[config.mk]
export PLATFORM = sky130hd
export DESIGN_NAME = mcu_spi_target
export DESIGN_NICKNAME = d
export VERILOG_FILES = /design/src/rtl/mcu_spi_pkg.sv /design/src/rtl/mcu_spi_sync.sv /design/src/rtl/mcu_spi_target.sv
export SDC_FILE = /design/constraint.sdc
export NUM_CORES = 1
export LEC_CHECK = 0
export CAP_MARGIN = 20
export CORE_MARGIN = 1.5
export CORE_UTILIZATION = 55
export CTS_BUF_LIST = sky130_fd_sc_hd__clkbuf_8
export DETAILED_ROUTE_END_ITERATION = 16
export HOLD_SLACK_MARGIN = 0.12
export PLACE_DENSITY = 0.85
export SYNTH_ARGS = -nofsm -noshare
export SYNTH_HDL_FRONTEND = slang
export SYNTH_HIERARCHICAL = 1
export SYNTH_SLANG_ARGS = --single-unit
export TNS_END_PERCENT = 1
[constraint.sdc]
create_clock -name clk -period 3.9 [get_ports clk]
set_input_delay 0.585 -clock clk [delete_from_list [all_inputs] [get_ports clk]]
set_output_delay 0.585 -clock clk [all_outputs]
set_load 0.02 [all_outputs]
[src/rtl/mcu_spi_pkg.sv]
// Shared types and constants for the MCU SPI target front end.
package mcu_spi_pkg;

  typedef enum logic [1:0] {
    ST_IDLE    = 2'd0,
    ST_TARGET  = 2'd1,
    ST_PAYLOAD = 2'd2,
    ST_HOLD    = 2'd3
  } spi_state_t;

  localparam logic [2:0] TGT_SYSCTRL = 3'd0;
  localparam logic [2:0] TGT_HID     = 3'd1;
  localparam logic [2:0] TGT_OSD     = 3'd2;
  localparam logic [2:0] TGT_SDC     = 3'd3;

endpackage

[src/rtl/mcu_spi_sync.sv]
// N-stage synchronizer with one extra history flop and registered edge pulses.
module mcu_spi_sync #(
  parameter int unsigned STAGES = 2
) (
  input  logic clk,
  input  logic reset,
  input  logic din,
  output logic level,
  output logic rise,
  output logic fall
);

  logic [STAGES-1:0] chain;
  logic              prev;

  always_ff @(posedge clk) begin
    if (reset) begin
      chain <= '0;
      prev  <= 1'b0;
      rise  <= 1'b0;
      fall  <= 1'b0;
    end else begin
      chain <= {chain[STAGES-2:0], din};
      prev  <= chain[STAGES-1];
      rise  <= chain[STAGES-1] & ~prev;
      fall  <= ~chain[STAGES-1] & prev;
    end
  end

  assign level = chain[STAGES-1];

endmodule

[src/rtl/mcu_spi_target.sv]
// SPI mode-0 target: first byte of a frame selects the target, later bytes are strobed out.
// Optional frame watchdog enabled by defining MCU_SPI_TIMEOUT_EN.
module mcu_spi_target
  import mcu_spi_pkg::*;
#(
  parameter int unsigned SCK_SYNC_STAGES = 2,
  parameter int unsigned TIMEOUT_CYCLES  = 65535
) (
  input  logic       clk,
  input  logic       reset,
  input  logic       spi_csn,
  input  logic       spi_sclk,
  input  logic       spi_mosi,
  output logic       spi_miso,
  output logic [2:0] target,
  output logic       data_strobe,
  output logic       data_start,
  output logic [7:0] data_out,
  input  logic [7:0] data_in,
  output logic       frame_active
);

  if (SCK_SYNC_STAGES < 2 || TIMEOUT_CYCLES < 1 || TIMEOUT_CYCLES > 65535) begin : g_param_check
    $error("mcu_spi_target: SCK_SYNC_STAGES must be >= 2 and TIMEOUT_CYCLES in 1..65535");
  end

  logic sck_rise, sck_fall, cs_rise, cs_fall, mosi_s;
  logic unused_sck_level, unused_cs_level, unused_mosi_rise, unused_mosi_fall;

  mcu_spi_sync #(.STAGES(SCK_SYNC_STAGES)) u_sync_sck (
    .clk   (clk),
    .reset (reset),
    .din   (spi_sclk),
    .level (unused_sck_level),
    .rise  (sck_rise),
    .fall  (sck_fall)
  );

  // Chain resets low: CS held low through reset must not look like a new frame.
  mcu_spi_sync #(.STAGES(SCK_SYNC_STAGES)) u_sync_cs (
    .clk   (clk),
    .reset (reset),
    .din   (spi_csn),
    .level (unused_cs_level),
    .rise  (cs_rise),
    .fall  (cs_fall)
  );

  mcu_spi_sync #(.STAGES(SCK_SYNC_STAGES)) u_sync_mosi (
    .clk   (clk),
    .reset (reset),
    .din   (spi_mosi),
    .level (mosi_s),
    .rise  (unused_mosi_rise),
    .fall  (unused_mosi_fall)
  );

  spi_state_t state;
  logic [2:0] bit_cnt;
  logic [7:0] rx_sr;
  logic [7:0] tx_sr;
  logic [7:0] rx_next;
  logic       payload_seen;

`ifdef MCU_SPI_TIMEOUT_EN
  localparam logic [15:0] TIMEOUT_LAST = 16'(TIMEOUT_CYCLES - 1);
  logic [15:0] idle_cnt;
`endif

  assign rx_next  = {rx_sr[6:0], mosi_s};
  assign spi_miso = tx_sr[7];

  always_ff @(posedge clk) begin
    if (reset) begin
      state        <= ST_IDLE;
      bit_cnt      <= '0;
      rx_sr        <= '0;
      tx_sr        <= '0;
      payload_seen <= 1'b0;
      target       <= TGT_SYSCTRL;
      data_strobe  <= 1'b0;
      data_start   <= 1'b0;
      data_out     <= '0;
      frame_active <= 1'b0;
`ifdef MCU_SPI_TIMEOUT_EN
      idle_cnt     <= '0;
`endif
    end else begin
      data_strobe <= 1'b0;
      data_start  <= 1'b0;
      // CS edges take priority over any coincident SCK edge.
      if (cs_rise) begin
        state        <= ST_IDLE;
        bit_cnt      <= '0;
        frame_active <= 1'b0;
      end else if (cs_fall && state == ST_IDLE) begin
        state        <= ST_TARGET;
        bit_cnt      <= '0;
        payload_seen <= 1'b0;
        tx_sr        <= '0;
        frame_active <= 1'b1;
`ifdef MCU_SPI_TIMEOUT_EN
        idle_cnt     <= '0;
`endif
      end else begin
        case (state)
          ST_TARGET, ST_PAYLOAD: begin
            if (sck_rise) begin
              rx_sr   <= rx_next;
              bit_cnt <= bit_cnt + 3'd1;
              if (bit_cnt == 3'd7) begin
                if (state == ST_TARGET) begin
                  target <= rx_next[2:0];
                  state  <= ST_PAYLOAD;
                end else begin
                  data_out     <= rx_next;
                  data_strobe  <= 1'b1;
                  data_start   <= ~payload_seen;
                  payload_seen <= 1'b1;
                end
              end
            end else if (sck_fall) begin
              if (bit_cnt != 3'd0) tx_sr <= {tx_sr[6:0], 1'b0};
              else                 tx_sr <= data_in;
            end
`ifdef MCU_SPI_TIMEOUT_EN
            if (sck_rise || sck_fall) begin
              idle_cnt <= '0;
            end else if (idle_cnt == TIMEOUT_LAST) begin
              state        <= ST_HOLD;
              bit_cnt      <= '0;
              frame_active <= 1'b0;
            end else begin
              idle_cnt <= idle_cnt + 16'd1;
            end
`endif
          end
          default: ;
        endcase
      end
    end
  end

endmodule

==> flow_metrics.tcl <==
set metrics [dict create \
    io_pins 28 \
    clk_pin_slew_ps 70 \
    critPathBufInv 1 \
    hold_path_class "flop to flop" \
    setup_violations 0 \
    clk_latency_ps 290 \
    rows 20 \
    postRouteWirelength_microns 3106 \
    worst_slew_pin_slew_ps 607.2 \
    core_area_sq_um 3053 \
    cts.path.max_buffers 2 \
    h-tree-depth 2 \
    post_cts_buffers 0 \
    multi_input_area_sq_um 778.2 \
    fp.dieH_microns 59.68 \
    via_per_inst 5.079 \
    initial_core_util_pct 57.87 \
    grt_use_total_pct 20.27 \
    crit_arrival_ps 1260 \
    gp_congestion 0.8464 \
    io_buffers 27 \
    cts_resized 0 \
    fin_crit_ps 1845 \
    syn_nets 186 \
    postRouteAntennaNets 0 \
    finClkSkew_ps 5.341 \
    dp_hpwl_microns 2280 \
    drc 0 \
    synth_area_sq_um 1767 \
    yosysWarnings 6 \
    avgSynthCellArea_sq_um 10.58 \
    diodes 0 \
    max_stage_delay_ps 620 \
    vias 1224 \
    grt_pass1_wl_microns 5457 \
    relSlewSlack_pct 59.44 \
    drv_cap 0 \
    fill_cells 228 \
    gr-total-overflow 0 \
    die-area_sq_um 3561 \
    whs_ps 407.8 \
    fmax_ghz 0.5421 \
    cts_sinks 47 \
    setup_tns_ps 0 \
    hold_viol 0 \
    path_cells "clkdlybuf4s50_1" \
    cts_buffers 5 \
    fin_util_pct 70.98 \
    grt_max_degree 30 \
    first_global_vias 1284 \
    cp_slowest_cell "clkdlybuf4s50_1" \
    peakVddDrop_v 0.0003156 \
    power_leakage_nw 0.8495 \
    cp.required_ps 3310 \
    cts_tree "done" \
    outcome "finished clean" \
    grt_antenna_before_repair 0 \
    cts_root_buf "clkbuf_8" \
    finalCritPeriodShare_pct 47.30 \
    grt_setup_unrepaired "false" \
    path_max_fanout 2 \
    syn_inst 167 \
    seqCellArea_sq_um 940.9 \
    drv_slew 0 \
    criticalPathCategory "flop to output pin" \
    finalPower_uw 820.4 \
    cts_hold_buf 0 \
    drive_gt1_share_pct 9.645 \
    wl_per_cell_microns 12.89 \
    area_growth_syn_to_layout_pct 22.66 \
    cpLargestDelayFamily "buffers and inverters" \
    drt_iter0_drc 47 \
    start_kind "flop" \
    drt_first_pass_iters 4 \
    powerDensity_nw_per_um2 378.6 \
    nNetsFinal 215 \
    die_x_microns 59.68 \
    end_kind "output pin" \
]
per-stage QoR:
step	area, sq um	std cells	worst slack (ps)
floorplan	1767	167	2351
global route	2167	241	1918
finish	2167	241	2055
detailed placement	2067	233	1924
CTS	2167	241	2038
global placement	2067	233	1969
final cells by class:
cell class,count,share of cell area [%]
Clock buffer,7,4.446
Clock inverter,1,0.1732
Inverter,4,0.6928
Multi-Input combinational cell,110,35.91
Sequential cell,47,43.42
Tap cell,44,2.540
Timing Repair Buffer,28,12.82
layout by cell type, fill, tap and decap left out, drive strengths merged, types with 5 or more instances in the layout:
cell and instances:
nor2b 9, clkdlybuf4s50 27, mux2 7, dfxtp 47
nand2 6, nor2 32, a22oi 7, ha 6
inv 5, mux2i 18, clkbuf 7
path summary, 6_finish.rpt:
path	from	to	slack, ps	depth (start not counted)
max	target[0]	target[0]	2060	1
min	u_sync_sck/prev	u_sync_sck/rise	410	1
max reg2reg	state[0]	rx_sr[1]	2080	6
min reg2reg	u_sync_sck/prev	u_sync_sck/rise	410	1
flip-flops by register name, indices dropped and copies added (netlist names), 3 cells and up:
register	flops
bit_cnt	3
tx_sr	8
target	3
data_out	8
rx_sr	7
metal layers:
layer | up-vias | GRT usage, % | wire [microns]
li1 | 627 | - | -
met1 | 556 | 23.58 | 1359
met2 | 33 | 33.70 | 1519
met3 | 8 | 5.411 | 165
met4 | 0 | 11.11 | 61
met5 | - | 0 | 0
where the power goes:
part           internal (mW)  total [mW]  switching (mW)  leakage, nW
registers              0.484       0.487         0.00284        0.380
logic                 0.0187      0.0325          0.0138        0.414
clock network          0.159       0.301           0.142       0.0557
Power figures use the tool's default switching activity.
